File: config.mk
export PLATFORM = sky130hd
export DESIGN_NAME = ring_force_rx_unpack
export DESIGN_NICKNAME = d
export VERILOG_FILES = /design/src/rtl/md_pkg.sv /design/src/rtl/rx_sync_fifo.sv /design/src/rtl/ring_force_rx_unpack.sv
export SDC_FILE = /design/constraint.sdc
export NUM_CORES = 1
export LEC_CHECK = 0
export ABC_AREA = 1
export BUFFER_PORTS_ARGS = -buffer_cell sky130_fd_sc_hd__buf_2
export CORE_MARGIN = 4
export CORE_UTILIZATION = 48
export DETAILED_ROUTE_END_ITERATION = 6
export PLACE_DENSITY = 0.69
export SYNTH_ARGS = -nofsm -noshare
export SYNTH_HDL_FRONTEND = slang
export SYNTH_SLANG_ARGS = --single-unit
File: constraint.sdc
create_clock -name clk -period 10.9 [get_ports clk]
set_input_delay 0.545 -clock clk [delete_from_list [all_inputs] [get_ports clk]]
set_output_delay 0.545 -clock clk [all_outputs]
set_load 0.02 [all_outputs]
File: src/rtl/md_pkg.sv
// Shared types for the force-writeback ring: ring packet, receive-side force record,
// and the receive drain-FSM state encoding.
package md_pkg;

    localparam int NUM_CELLS         = 64;
    localparam int DATA_WIDTH        = 32;
    localparam int PARTICLE_ID_WIDTH = 7;
    localparam int NODE_ID_WIDTH     = $clog2(NUM_CELLS);

    // Packet as it travels on the ring; valid qualifies the whole word.
    typedef struct packed {
        logic                          valid;
        logic [NODE_ID_WIDTH-1:0]      dest_id;
        logic [PARTICLE_ID_WIDTH-1:0]  particle_id;
        logic signed [DATA_WIDTH-1:0]  fx;
        logic signed [DATA_WIDTH-1:0]  fy;
        logic signed [DATA_WIDTH-1:0]  fz;
    } packet_t;

    // Force record delivered to the home-cell force cache.
    typedef struct packed {
        logic [PARTICLE_ID_WIDTH-1:0]  particle_id;
        logic signed [DATA_WIDTH-1:0]  fx;
        logic signed [DATA_WIDTH-1:0]  fy;
        logic signed [DATA_WIDTH-1:0]  fz;
    } force_rx_t;

    typedef enum logic [1:0] {
        RX_RUN   = 2'd0,
        RX_DRAIN = 2'd1,
        RX_DONE  = 2'd2
    } rx_state_t;

    // Strip the routing fields; payload is copied bit for bit.
    function automatic force_rx_t pkt_to_force(input packet_t p);
        force_rx_t f;
        f.particle_id = p.particle_id;
        f.fx          = p.fx;
        f.fy          = p.fy;
        f.fz          = p.fz;
        return f;
    endfunction

endpackage

File: src/rtl/rx_sync_fifo.sv
// In-order receive buffer. Level is kept as its own counter so full and empty are
// never ambiguous; pointers wrap naturally because DEPTH is a power of two.
// Storage is not reset: an entry is only ever observable while level says it is live,
// and the head output is forced to zero when empty.
module rx_sync_fifo #(
    parameter int WIDTH = 8,
    parameter int DEPTH = 8
) (
    input  logic                     clk,
    input  logic                     rst_n,
    input  logic                     push,
    input  logic [WIDTH-1:0]         push_data,
    input  logic                     pop,
    output logic [WIDTH-1:0]         head_data,
    output logic                     full,
    output logic                     empty,
    output logic [$clog2(DEPTH):0]   level
);

    localparam int PTR_W = $clog2(DEPTH);
    localparam int LVL_W = PTR_W + 1;

    logic [WIDTH-1:0] mem [DEPTH];
    logic [PTR_W-1:0] wr_ptr;
    logic [PTR_W-1:0] rd_ptr;
    logic             do_push;
    logic             do_pop;

    assign full    = (level == LVL_W'(DEPTH));
    assign empty   = (level == '0);
    assign do_push = push && !full;
    assign do_pop  = pop && !empty;

    // Payload write; data path carries no reset.
    always_ff @(posedge clk) begin
        if (do_push) begin
            mem[wr_ptr] <= push_data;
        end
    end

    // Pointer and occupancy bookkeeping; reset discards every entry.
    always_ff @(posedge clk or negedge rst_n) begin
        if (!rst_n) begin
            wr_ptr <= '0;
            rd_ptr <= '0;
            level  <= '0;
        end else begin
            if (do_push) begin
                wr_ptr <= wr_ptr + PTR_W'(1);
            end
            if (do_pop) begin
                rd_ptr <= rd_ptr + PTR_W'(1);
            end
            case ({do_push, do_pop})
                2'b10:   level <= level + LVL_W'(1);
                2'b01:   level <= level - LVL_W'(1);
                default: level <= level;
            endcase
        end
    end

    assign head_data = empty ? '0 : mem[rd_ptr];

endmodule

File: src/rtl/ring_force_rx_unpack.sv
// Receive end of the force-writeback ring for one node: accepts packets addressed to
// NODE_ID, buffers them in order, hands them to the force cache over valid/ready, and
// reports quiescence through a drain_req/drain_done handshake.
// Optional build macro RX_STATS_EN adds stat_pkts / stat_stalls counters.
module ring_force_rx_unpack
    import md_pkg::*;
#(
    parameter logic [NODE_ID_WIDTH-1:0] NODE_ID      = '0,
    parameter int                       FIFO_DEPTH   = 8,
    parameter int                       QUIET_CYCLES = 4
) (
    input  logic                          clk,
    input  logic                          rst_n,
    input  packet_t                       pkt_in,
    output logic                          rx_ready,
    output force_rx_t                     wb_out,
    output logic                          wb_out_valid,
    input  logic                          wb_out_ready,
    input  logic                          drain_req,
    output logic                          drain_done,
    output logic [$clog2(FIFO_DEPTH):0]   fifo_level
`ifdef RX_STATS_EN
    ,
    output logic [31:0]                   stat_pkts,
    output logic [31:0]                   stat_stalls
`endif
);

    localparam int QW = $clog2(QUIET_CYCLES + 1);
    localparam logic [QW-1:0] QUIET_LAST = QW'(QUIET_CYCLES - 1);
    localparam logic [QW-1:0] QUIET_MAX  = QW'(QUIET_CYCLES);

    logic       match;
    logic       push;
    logic       pop;
    logic       fifo_full;
    logic       fifo_empty;
    force_rx_t  push_rec;
    force_rx_t  head_rec;

    rx_state_t       state;
    rx_state_t       state_next;
    logic [QW-1:0]   quiet_cnt;
    logic [QW-1:0]   quiet_cnt_next;
    logic            drain_done_next;

    assign match        = pkt_in.valid && (pkt_in.dest_id == NODE_ID);
    assign rx_ready     = !fifo_full;
    assign push         = match && rx_ready;
    assign wb_out_valid = !fifo_empty;
    assign pop          = wb_out_valid && wb_out_ready;
    assign push_rec     = pkt_to_force(pkt_in);
    assign wb_out       = head_rec;

    rx_sync_fifo #(
        .WIDTH ($bits(force_rx_t)),
        .DEPTH (FIFO_DEPTH)
    ) u_fifo (
        .clk       (clk),
        .rst_n     (rst_n),
        .push      (push),
        .push_data (push_rec),
        .pop       (pop),
        .head_data (head_rec),
        .full      (fifo_full),
        .empty     (fifo_empty),
        .level     (fifo_level)
    );

    // Drain FSM state, quiet counter and registered done pulse.
    always_ff @(posedge clk or negedge rst_n) begin
        if (!rst_n) begin
            state      <= RX_RUN;
            quiet_cnt  <= '0;
            drain_done <= 1'b0;
        end else begin
            state      <= state_next;
            quiet_cnt  <= quiet_cnt_next;
            drain_done <= drain_done_next;
        end
    end

    // Next state: count idle cycles in DRAIN, fire once on reaching QUIET_CYCLES.
    always_comb begin
        state_next      = state;
        quiet_cnt_next  = quiet_cnt;
        drain_done_next = 1'b0;
        case (state)
            RX_RUN: begin
                if (drain_req) begin
                    state_next     = RX_DRAIN;
                    quiet_cnt_next = '0;
                end
            end
            RX_DRAIN: begin
                if (!drain_req) begin
                    state_next     = RX_RUN;
                    quiet_cnt_next = '0;
                end else if (match || !fifo_empty) begin
                    quiet_cnt_next = '0;
                end else if (quiet_cnt >= QUIET_LAST) begin
                    quiet_cnt_next  = QUIET_MAX;
                    drain_done_next = 1'b1;
                    state_next      = RX_DONE;
                end else begin
                    quiet_cnt_next = quiet_cnt + QW'(1);
                end
            end
            RX_DONE: begin
                if (!drain_req) begin
                    state_next     = RX_RUN;
                    quiet_cnt_next = '0;
                end
            end
            default: begin
                state_next     = RX_RUN;
                quiet_cnt_next = '0;
            end
        endcase
    end

`ifdef RX_STATS_EN
    function automatic logic [31:0] sat_inc(input logic [31:0] v);
        return (v == 32'hFFFF_FFFF) ? v : v + 32'd1;
    endfunction

    logic stats_clear;
    assign stats_clear = (state == RX_RUN) && drain_req;

    // Push and stall counters; cleared when a drain begins, saturating otherwise.
    always_ff @(posedge clk or negedge rst_n) begin
        if (!rst_n) begin
            stat_pkts   <= '0;
            stat_stalls <= '0;
        end else if (stats_clear) begin
            stat_pkts   <= '0;
            stat_stalls <= '0;
        end else begin
            if (push) begin
                stat_pkts <= sat_inc(stat_pkts);
            end
            if (match && !rx_ready) begin
                stat_stalls <= sat_inc(stat_stalls);
            end
        end
    end
`endif

endmodule

# Word level (Yosys, flattened, before mapping)
# Memories as Yosys holds them, arrays and structs flattened.
# Index checks and enable logic that the tools add are counted.
[totals]
reg_bits = 16
ramBits = 824
input_bits = 114
out_inout_bits = 110
wordCells = 56
n_memories = 1
[classes]
add_sub_neg = 5
n_lt_le_gt_ge = 1
n_eq_ne = 9
mux = 20
n_reduce_logical = 14
[mem_list]
columns = ["name", "depth", "width", "rd", "rd_clocked_by_memory_dff", "wr", "line_no", "source"]
rows = [
  ["u_fifo.mem", 8, 103, 1, 0, 1, "rx_sync_fifo.sv:23", "logic [WIDTH-1:0] mem [DEPTH];"],
]
[op_table]
columns = ["cell", "n"]
rows = [
  ["103-bit two-way mux", 1],
  ["3-bit two-way mux", 5],
  ["2-bit two-way mux", 5],
  ["3-bit by 1-bit adder with 3-bit output, second input constant", 3],
  ["3-bit case mux with 3 select lines", 1],
  ["4-bit case mux with 2 select lines", 1],
  ["6-bit zero test", 1],
  ["1-bit two-way mux", 6],
  ["3-bit != test, second input constant", 2],
  ["2-bit case mux with 3 select lines", 1],
  ["1-bit logical AND", 5],
  ["4-bit by 1-bit adder with 4-bit output, second input constant", 1],
  ["2-bit by 1-bit == test with 1-bit output, second input constant", 2],
  ["2-bit == test, second input constant", 2],
  ["4-bit == test, second input constant", 1],
  ["4-bit zero test", 1],
  ["2-bit != test, second input constant", 2],
  ["4-bit AND reduction", 1],
  ["4-bit by 1-bit subtractor with 4-bit output, second input constant", 1],
  ["3-bit by 2-bit greater-or-equal comparator with 1-bit output, second input constant", 1],
  ["1-bit zero test", 2],
  ["2-bit zero test", 1],
  ["2-bit AND reduction", 1],
  ["2-bit nonzero test", 1],
  ["1-bit logical OR", 1],
]

# Depth between registers and ports, before layout
# Gate-level depths: netlist of run 1.
[logic_depth]
ltp_word = 6
depth_mapped = 15
mapped_depth_nobuf = 15

# Modules after synthesis
# Synthesis of run 1 repeated with hierarchy kept, for this count alone.
[hier_totals]
hier_cells = 2578
hier_area_um2 = 33238.1
[by_module_without_submodules]
columns = ["mod", "instances", "cells_each", "area_per_inst_um2"]
rows = [
  ["rx_sync_fifo", 1, 2518, 32832.7],
  ["ring_force_rx_unpack", 1, 60, 405.4],
]

# Least setup slack after synthesis of run 1
# OpenSTA, ideal clock, no wires.
[synth_timing]
kind = "input-to-reg"
start = "input pkt_in[108] in the netlist's numbering"
end = "memory u_fifo.mem[5][0] in the netlist's numbering (enable)"
setup_ps = 692
t_arrival_ps = 8247
setup_slack_ps = 1961
path_stages = 6
cell_sequence = "or2_2 > nor2_1 > nand2_1 > inv_1 > nand2_1 > nor3_1"
[synth_via]
elab_chain_len = 6
[synth_lines]
columns = ["element", "line_no", "source"]
rows = [
  ["from (decl)", "ring_force_rx_unpack.sv:14", "input packet_t pkt_in,"],
  ["6-bit zero test", "ring_force_rx_unpack.sv:47", "assign match = pkt_in.valid && (pkt_in.dest_id == NODE_ID);"],
  ["1-bit logical AND", "ring_force_rx_unpack.sv:47", ""],
  ["1-bit logical AND", "ring_force_rx_unpack.sv:49", "assign push = match && rx_ready;"],
  ["1-bit logical AND", "rx_sync_fifo.sv:31", "assign do_push = push && !full;"],
  ["1-bit two-way mux", "rx_sync_fifo.sv:36", "if (do_push) begin"],
  ["1-bit two-way mux (not written as such)", "rx_sync_fifo.sv:37", "mem[wr_ptr] <= push_data;"],
  ["to (decl)", "rx_sync_fifo.sv:23", ""],
]
# No other way between the ends.

==> flow_metrics.env, run 1 <==
export IMPL_status="finished clean"
export IMPL_start_kind="flop"
export IMPL_final_hold_violation_count=0
export IMPL_crit_type="reg -> out"
export IMPL_ys_warn_count=0
export IMPL_syn_area_um2=33280
export IMPL_vias=21024
export IMPL_area_delta_synth_final_pct=13.32
export IMPL_clockRootBuffer="clkbuf_16"
export IMPL_row_count=96
export IMPL_firstDrtPassIters=6
export IMPL_vias_per_cell=5.466
export IMPL_nNetsFinal=2954
export IMPL_io_buffers=223
export IMPL_setup_viol=0
export IMPL_synth_common_cells="nor2_1, edfxtp_1, o21ai_0, o21ai_1, clkbuf_1"
export IMPL_ctsHoldBuffers=1
export IMPL_synth_top_cell_area_share=0.7435
export IMPL_place_area_um2=34980
export IMPL_clockPowerShare=0.281
export IMPL_end_kind="output pin"
export IMPL_cts_resized=0
export IMPL_fin_crit_sh=0.5397
export IMPL_tightestPinTransition_ns=1.156
export IMPL_clk_latency_ns=0.63
export IMPL_route_detailed_drc=0
export IMPL_grt_usage=0.2041
export IMPL_synth_area_per_cell_um2=12.49
export IMPL_die_height_um=271.3
export IMPL_grt_max_degree=247
export IMPL_numCtsBuffers=86
export IMPL_ys_seq_area_frac=0.7555
export IMPL_hpwlAfterDp_um=38750
export IMPL_synth_edf_count=824
export IMPL_synth_flop_cell="edfxtp_1"
export IMPL_grt_pass1_vias=20858
export IMPL_maxCapViolations=0
export IMPL_intPower_mw=6.201
export IMPL_critPathArrivalTime_ns=5.34
export IMPL_antenna_found_initial=15
export IMPL_clk_pin_slew_ns=0.06
export IMPL_final_area_um2=37710
export IMPL_gp_congestion=0.7389
export IMPL_layout_drive_gt1_share=0.1302
export IMPL_p_leak_nw=12.65
export IMPL_synthesis_nets=2786
export IMPL_peakVddDrop_mv=0.2176
export IMPL_finalMaxSlewViolations=0
export IMPL_fp_coreArea_um2=68710
export IMPL_slew_limit_headroom=0.2294
export IMPL_grt_pass1_wl_um=118000
export IMPL_nFillCells=5608
export IMPL_async_flop_share=0.01905
export IMPL_power_frac_comb=0.344
export IMPL_cts_buffer_depth=3
export IMPL_switching_share=0.3760
export IMPL_post_route_min_period_ns=5.882
export IMPL_cp_required_ns=10.36
export IMPL_hold_class="in -> reg"
export IMPL_ys_types=24
export IMPL_pwr_share_seq=0.375
export IMPL_drt_iter0_drc=1947
export IMPL_fin_tns_setup_ns=0
export IMPL_power_density_nw_per_um2=263.5
export IMPL_worstPathMaxFanout=209
export IMPL_cts_tree="done"
export IMPL_start_util=0.4844
export IMPL_die_area_um2=73610
export IMPL_wl_um=77060
export IMPL_die_w_um=271.3
export IMPL_ys_ff_latch=840
export IMPL_overflow=0
export IMPL_synthCells=2665
export IMPL_cts_setup_buffers=0
export IMPL_htree_levels=3
export IMPL_rsz0062_at_grt="false"
export IMPL_fmax_mhz=170.0
export IMPL_synth_most_common_cell="nor2_1"
export IMPL_ys_top_cells_by_area="edfxtp_1, nor2_1, o21ai_0"
export IMPL_ant_nets=0
export IMPL_ioPinCount=224
export IMPL_p_switching_mw=3.737
export IMPL_yosysTopAreaCell="edfxtp_1"
export IMPL_avgRoutedWirePerCell_um=20.04
export IMPL_cts_sinks=840
export IMPL_skew_ns=0.01545
## metrics by stage
stage / cells / power, mW / setup slack (ns) / util / hold WS, ns
floorplan: 2665 / 6.203 / 1.961 / - / 0.2494
global placement: 3675 / 7.154 / 5.955 / 0.5092 / 0.4743
detailed placement: 3675 / 7.232 / 5.891 / 0.5092 / 0.4865
CTS: 3834 / 10.03 / 5.205 / 0.5484 / 0.1374
global route: 3836 / 10.55 / 4.742 / 0.5485 / 0.1563
finish: 3846 / 9.938 / 5.018 / 0.5489 / 0.1790
## worst max-delay path: stages, from the launching register on
cell and delay (ns):
dfrtp_4 0.81, clkinv_8 0.57, buf_4 0.95, buf_4 0.89, o21ai_0 0.21, o21ai_0 0.11, o21ai_0 0.09, nor2_1 0.25
buf_2 0.22
## sequential cells by signal, indices dropped and copies added, names as in the netlist
name and flops:
drain_done 1, u_fifo.wr_ptr 3, u_fifo.mem 824, state 2, u_fifo.level 4, quiet_cnt 3
u_fifo.rd_ptr 3
## power by group through the flow
stage / sequential [mW] / clock [mW] / combinational, mW
final: 3.73 / 2.79 / 3.42
after global routing: 3.74 / 2.99 / 3.82
after CTS: 3.73 / 2.85 / 3.46
after detailed placement: 3.79 / 0 / 3.44
after global placement: 3.79 / 0 / 3.36
after floorplan: 3.65 / 0 / 2.55
## path summary, 6_finish.rpt
kind	start	to	slack (ns)	cells past startpoint
worst max-delay path	u_fifo.rd_ptr[0]	wb_out[9]	5.02	8
worst min-delay path	pkt_in[77]	u_fifo.mem[2][77]	0.18	1
worst max register to register	u_fifo.rd_ptr[0]	u_fifo.rd_ptr[0]	6.73	4
worst min register to register	quiet_cnt[2]	quiet_cnt[2]	0.50	2
max in group asynchronous	rst_n	u_fifo.rd_ptr[2]	10.20	2
min in group asynchronous	rst_n	state[0]	0.38	2
## cell type report
| type | instances | area, µm² | area share |
|---|---|---|---|
| Sequential cell | 840 | 25160 | 0.6671 |
| Multi-Input combinational cell | 1635 | 7229 | 0.1917 |
| Clock buffer | 116 | 2371 | 0.06287 |
| Timing Repair Buffer | 251 | 1354 | 0.03590 |
| Tap cell | 931 | 1165 | 0.03089 |
| Clock inverter | 42 | 317.8 | 0.008427 |
| Inverter | 19 | 88.84 | 0.002356 |
| Antenna cell | 12 | 30.03 | 0.0007963 |
## logic make-up after synthesis
kind of cell | synth area share
buf+inv | 0.02910
fa+ha+maj | 0.002632
xor+xnor | 0.001316
simple gates | 0.1015
compound gates | 0.1099
flops | 0.7555
## placed cells by master, fill, tap and decap left out, types with 3 or more instances in the layout
master     Yosys  layout
clkinv_2       0      11
clkbuf_1      78      25
dfrtp_1       16      13
o21ai_0      443     443
diode_2        0      12
inv_1         17      17
xor2_1         3       3
inv_6          0       3
nor3_2         0       4
edfxtp_1     824     824
nor2_1       836     832
o21ai_1      286     286
clkbuf_16      0      91
nand3_1       10       9
dfrtp_4        0       3
clkinv_1       0      21
ha_1           7       7
buf_4          2      25
bufinv_16      0       4
buf_2         44     223
nor2_4         0       4
nand2_1       37      37
## per-layer routing
metal | vias up | part of all wire | GRT usage
met3 | 113 | 0.070 | 0.04640
met4 | 10 | 0.018 | 0.05543
met5 | - | 0.00088 | 0
met2 | 611 | 0.50 | 0.3533
li1 | 9848 | - | -
met1 | 10442 | 0.41 | 0.2611
(Power assumes the default switching activity.)
==> run 2: changes to the inputs <==
--- a/config.mk
+++ b/config.mk
@@ -10,7 +10,7 @@
 export CORE_MARGIN = 4
 export CORE_UTILIZATION = 48
 export DETAILED_ROUTE_END_ITERATION = 6
-export PLACE_DENSITY = 0.69
+export PLACE_DENSITY = 0.71
 export SYNTH_ARGS = -nofsm -noshare
 export SYNTH_HDL_FRONTEND = slang
 export SYNTH_SLANG_ARGS = --single-unit
==> constraint.sdc (replaced) <==
create_clock -name clk -period 5.2 [get_ports clk]
set_input_delay 0.26 -clock clk [delete_from_list [all_inputs] [get_ports clk]]
set_output_delay 0.26 -clock clk [all_outputs]
set_load 0.02 [all_outputs]
==> run 2 against run 1 <==
Against the previous run: first-iteration DRC count is 4.2% higher; sequential cell count stayed put; via count is 2.8% higher; global-route usage is 0.58 points higher; clock power is 120% higher; largest cell class unchanged; largest power group unchanged.
==> flow_metrics.env, run 2 (same netlist as run 1, synthesis figures left out) <==
export IMPL_status="finished clean"
export IMPL_grt_usage=0.2099
export IMPL_power_mw=21.13
export IMPL_overflow=0
export IMPL_tightestPinTransition_ns=1.189
export IMPL_dpl_worst_slack_ns=2.004
export IMPL_grt_max_degree=231
export IMPL_peakVddDrop_mv=0.4073
export IMPL_post_route_min_period_ns=3.652
export IMPL_cts_sinks=840
export IMPL_firstDrtPassIters=6
export IMPL_die_height_um=271.3
export IMPL_critPathMostFrequentCell="nor2_1"
export IMPL_clk_latency_ns=0.64
export IMPL_io_buffers=223
export IMPL_ioPinCount=224
export IMPL_layout_drive_gt1_share=0.1289
export IMPL_critPathArrivalTime_ns=3.39
export IMPL_grt_pass1_wl_um=121800
export IMPL_gp_congestion=0.7482
export IMPL_clk_pin_slew_ns=0.06
export IMPL_die_w_um=271.3
export IMPL_maxCapViolations=0
export IMPL_rsz0062_at_grt="false"
export IMPL_hold_class="in -> reg"
export IMPL_grt_pass1_vias=21195
export IMPL_fmax_mhz=273.8
export IMPL_route_detailed_drc=0
export IMPL_antenna_found_initial=11
export IMPL_nFillCells=5513
export IMPL_final_setup_worst_slack_ns=1.548
export IMPL_clockRootBuffer="clkbuf_16"
export IMPL_avgRoutedWirePerCell_um=20.05
export IMPL_mostFrequentLayoutCell="nor2_1"
export IMPL_cts_buffer_depth=3
export IMPL_fp_coreArea_um2=68710
export IMPL_hpwlAfterDp_um=39000
export IMPL_vias=21616
export IMPL_cp_required_ns=4.94
export IMPL_finalMaxSlewViolations=0
export IMPL_numCtsBuffers=87
export IMPL_dp_cells=3677
export IMPL_vias_per_cell=5.468
export IMPL_start_kind="flop"
export IMPL_die_area_um2=73610
export IMPL_start_util=0.4844
export IMPL_reg_top3="u_fifo.mem: 824 flops, u_fifo.level: 4 flops"
export IMPL_drt_iter0_drc=2028
export IMPL_max_flop_register="u_fifo.mem"
export IMPL_cts_tree="done"
export IMPL_fin_crit_sh=0.7024
export IMPL_ant_nets=0
export IMPL_row_count=96
export IMPL_critPathSlowestCell="dfrtp_4"
export IMPL_slew_limit_headroom=0.2073
export IMPL_end_kind="output pin"
export IMPL_htree_levels=3
export IMPL_final_cells=3953
export IMPL_mostFrequentLayoutCells="nor2_1, edfxtp_1, o21ai_0"
export IMPL_area_delta_synth_final_pct=17.23
export IMPL_largest_reg_flops=824
export IMPL_whs_ns=0.06837
export IMPL_final_hold_violation_count=0
export IMPL_wl_um=79250
export IMPL_power_density_nw_per_um2=541.5
export IMPL_cp_cell_sequence="clkinv_8 -> buf_12 -> nor2_1 -> o21ai_0 -> nor2_1 -> nor2_1 -> buf_2"
export IMPL_crit_type="reg -> out"
export IMPL_setup_viol=0
export IMPL_final_core_util=0.5678
export IMPL_p_leak_nw=13.21
export IMPL_nNetsFinal=3062
export IMPL_skew_ns=0.02217
export IMPL_critPathMaxStageDelay_ns=0.70
export IMPL_worstPathMaxFanout=201
run 2: path summary, 6_finish.rpt:
check	from	slack (ns)	cells after the start	endpoint
worst max-delay path	u_fifo.rd_ptr[0]	1.55	7	wb_out[76]
worst min register to register	u_fifo.wr_ptr[0]	0.54	2	u_fifo.wr_ptr[0]
max in group asynchronous	rst_n	4.78	2	u_fifo.rd_ptr[2]
worst min-delay path	pkt_in[109]	0.07	4	drain_done
min in group asynchronous	rst_n	0.09	2	drain_done
worst max register to register	u_fifo.level[0]	2.01	12	u_fifo.level[2]
run 2: final cells by class:
| class | instances | area, µm² | share of cell area |
|---|---|---|---|
| multi-input combinational | 1635 | 7254 | 0.1859 |
| clock inverter | 48 | 394.1 | 0.01010 |
| clock buffer | 111 | 2374 | 0.06084 |
| antenna | 11 | 27.53 | 0.0007056 |
| timing repair buffer | 358 | 2557 | 0.06555 |
| tap | 931 | 1165 | 0.02986 |
| inverter | 19 | 86.33 | 0.002213 |
| sequential | 840 | 25160 | 0.6448 |
run 2: routing by layer:
metal | up-vias | routed length (µm) | global-route usage
li1 | 10074 | - | -
met1 | 10642 | 32480 | 0.2810
met2 | 740 | 39350 | 0.3549
met3 | 156 | 5225 | 0.03571
met4 | 4 | 2174 | 0.06473
met5 | - | 21 | 0
run 2: stage by stage:
stage               area (µm²)  setup TNS [ns]
finish                   39010               0
global route             39000               0
CTS                      38990               0
detailed placement       35160               0
global placement         35160               0
floorplan                33310         -404.48
run 2: repair_timing:
| item | 4_1_cts | 5_1_grt |
|---|---|---|
| hold buffers | 106 | 0 |
| buffers inserted | 0 | 0 |
| hold endpoints to repair | 844 | 0 |
| gates resized for setup | 0 | 0 |
run 2: worst max-delay path, delay by kind of cell, from the launching register on:
kind,cells,cell delay [ns]
buffers and inverters,3,0.91
flip-flops,1,0.70
AO/OA/AOI/OAI,1,0.44
AND/OR/NAND/NOR,3,0.32
run 2: report_power, final:
part | internal [mW] | switching [mW] | leakage, nW
Sequential | 7.48 | 0.169 | 7.61
Clock | 3.52 | 2.48 | 1.35
Combinational | 2.20 | 5.28 | 4.25
==> run 3: changes to the inputs <==
==> constraint.sdc (replaced) <==
create_clock -name clk -period 3 [get_ports clk]
set_input_delay 0.15 -clock clk [delete_from_list [all_inputs] [get_ports clk]]
set_output_delay 0.15 -clock clk [all_outputs]
set_load 0.02 [all_outputs]
==> run 3 against run 2 <==
Against the previous run: worst hold slack improved by 0.047 ns; register-to-register slack got worse by 1.3 ns; total power increased by 77%; cell count increased by 0.53%; sequential share of layout area decreased by 1.1 points; via count increased by 0.78%; combinational power increased by 84%; design area increased by 1.7%.
==> flow_metrics.env, run 3 (same netlist as run 1, synthesis figures left out) <==
export IMPL_mostFrequentLayoutCells="nor2_1, edfxtp_1, o21ai_0"
export IMPL_cpLargestDelayFamily="buffers and inverters"
export IMPL_grt_pass1_wl_um=120800
export IMPL_route_detailed_drc=0
export IMPL_cp_required_ns=2.85
export IMPL_largest_reg_flops=824
export IMPL_cts_buffer_depth=3
export IMPL_grt_usage=0.2087
export IMPL_power_mw=37.41
export IMPL_post_route_min_period_ns=2.855
export IMPL_nNetsFinal=3094
export IMPL_htree_levels=3
export IMPL_ioPinCount=224
export IMPL_critPathArrivalTime_ns=2.70
export IMPL_io_buffers=223
export IMPL_worstPathMaxFanout=79
export IMPL_dp_cells=3700
export IMPL_cts_tree="done"
export IMPL_start_kind="flop"
export IMPL_peakVddDrop_mv=0.7269
export IMPL_fmax_mhz=350.3
export IMPL_skew_ns=0.02175
export IMPL_clockRootBuffer="clkbuf_16"
export IMPL_maxCapViolations=0
export IMPL_crit_type="reg -> out"
export IMPL_drt_iter0_drc=2080
export IMPL_overflow=0
export IMPL_avgRoutedWirePerCell_um=19.90
export IMPL_wl_um=79090
export IMPL_layout_drive_gt1_share=0.1407
export IMPL_power_density_nw_per_um2=942.8
export IMPL_clk_latency_ns=0.63
export IMPL_final_hold_violation_count=0
export IMPL_setup_viol=0
export IMPL_multi_input_area_um2=7303
export IMPL_tightestPinTransition_ns=0.7305
export IMPL_area_sequential_um2=25160
export IMPL_status="finished clean"
export IMPL_numCtsBuffers=85
export IMPL_start_util=0.4844
export IMPL_gp_congestion=0.7661
export IMPL_hold_class="in -> reg"
export IMPL_nFillCells=5418
export IMPL_critPathSlowestCell="dfrtp_4"
export IMPL_slew_limit_headroom=0.5114
export IMPL_grt_pass1_vias=21403
export IMPL_rsz0062_at_grt="false"
export IMPL_final_cells=3974
export IMPL_die_height_um=271.3
export IMPL_max_flop_register="u_fifo.mem"
export IMPL_hpwlAfterDp_um=40570
export IMPL_end_kind="output pin"
export IMPL_reg_top3="u_fifo.mem: 824 flops, u_fifo.level: 4 flops"
export IMPL_critPathMaxStageDelay_ns=0.65
export IMPL_area_delta_synth_final_pct=19.23
export IMPL_whs_ns=0.1156
export IMPL_clk_pin_slew_ns=0.06
export IMPL_firstDrtPassIters=5
export IMPL_mostFrequentLayoutCell="nor2_1"
export IMPL_vias=21784
export IMPL_cts_sinks=840
export IMPL_p_leak_nw=13.50
export IMPL_cp_cell_sequence="buf_12 -> buf_12 -> o21ai_0 -> o21ai_0 -> nor2_1 -> nor2_1 -> buf_2"
export IMPL_fin_crit_sh=0.9516
export IMPL_grt_max_degree=157
export IMPL_row_count=96
export IMPL_die_w_um=271.3
export IMPL_fp_coreArea_um2=68710
export IMPL_antenna_found_initial=9
export IMPL_cp_num_buf_inv=3
export IMPL_ant_nets=0
export IMPL_die_area_um2=73610
export IMPL_finalMaxSlewViolations=0
export IMPL_vias_per_cell=5.482
## run 3: cell types whose count changed in the layout (fill, tap and decap cells not counted), moves of 3 or more
cell           change
bufinv_16          +4
diode_2            -3
nor2_2             +4
buf_16             +4
dfrtp_2            +4
dfrtp_1            -4
buf_12            +20
nor2_1             -5
clkbuf_1           -7
buf_6              +4
dlygate4sd3_1      +3
## run 3: metrics by stage
stage / cell area [µm²] / utilization / TNS [ns] / setup WS (ns)
after CTS: 39530 / 0.5753 / 0 / 0.008404
after global routing: 39670 / 0.5774 / 0 / 0.0005569
after detailed placement: 35640 / 0.5187 / 0 / 0.5806
after global placement: 35640 / 0.5187 / 0 / 0.6031
after floorplan: 33400 / - / -303.56 / -0.7129
final: 39680 / 0.5775 / 0 / 0.1452
## run 3: area by class of cell
type	instances	area share
clock inverters	48	0.01201
inverters	19	0.002586
repair buffers	392	0.08015
diodes	8	0.0005045
clock buffers	101	0.05726
multi-input cells	1635	0.1841
well taps	931	0.02936
flip-flops and latches	840	0.6341
## run 3: layer usage
metal / share of wire / up-vias / track usage
met5: 0 / - / 0
met2: 0.49 / 802 / 0.3567
met4: 0.028 / 0 / 0.07294
met1: 0.41 / 10695 / 0.2728
met3: 0.069 / 146 / 0.03465
li1: - / 10141 / -
## run 3: path summary, 6_finish.rpt
check                                  from                 to  slack [ns]  cells after the start
setup / recovery           u_fifo.rd_ptr[1]         wb_out[59]        0.15                      7
hold reg to reg            u_fifo.wr_ptr[0]   u_fifo.wr_ptr[0]        0.52                      2
setup reg to reg           u_fifo.wr_ptr[0]  u_fifo.mem[6][66]        0.71                      4
hold / removal                  pkt_in[104]   u_fifo.wr_ptr[1]        0.12                      8
max in group asynchronous             rst_n   u_fifo.rd_ptr[0]        1.79                      3
min in group asynchronous             rst_n   u_fifo.rd_ptr[1]        0.67                      3
## run 3: timing repair
| action | 4_1_cts | 5_1_grt |
|---|---|---|
| pin swaps | 0 | 2 |
| resized for setup | 3 | 10 |
| setup buffers | 2 | 5 |
| hold buffers | 109 | 0 |
| cloned | 0 | 1 |
| endpoints found under the hold margin | 849 | 0 |
| setup endpoints to repair | 34 | 39 |
## run 3: tightest hold or removal path, stage by stage
cell and delay [ns]:
buf_2 0.07, nor2_1 0.03, nand2_1 0.04, nor2_1 0.04
nand2_1 0.12, inv_2 0.09, nand3_1 0.08, nand2_1 0.05
## run 3: power by group
group | switching (mW) | internal (mW)
combinational | 9.47 | 4.38
sequential | 0.168 | 13.0
clock | 4.20 | 6.23
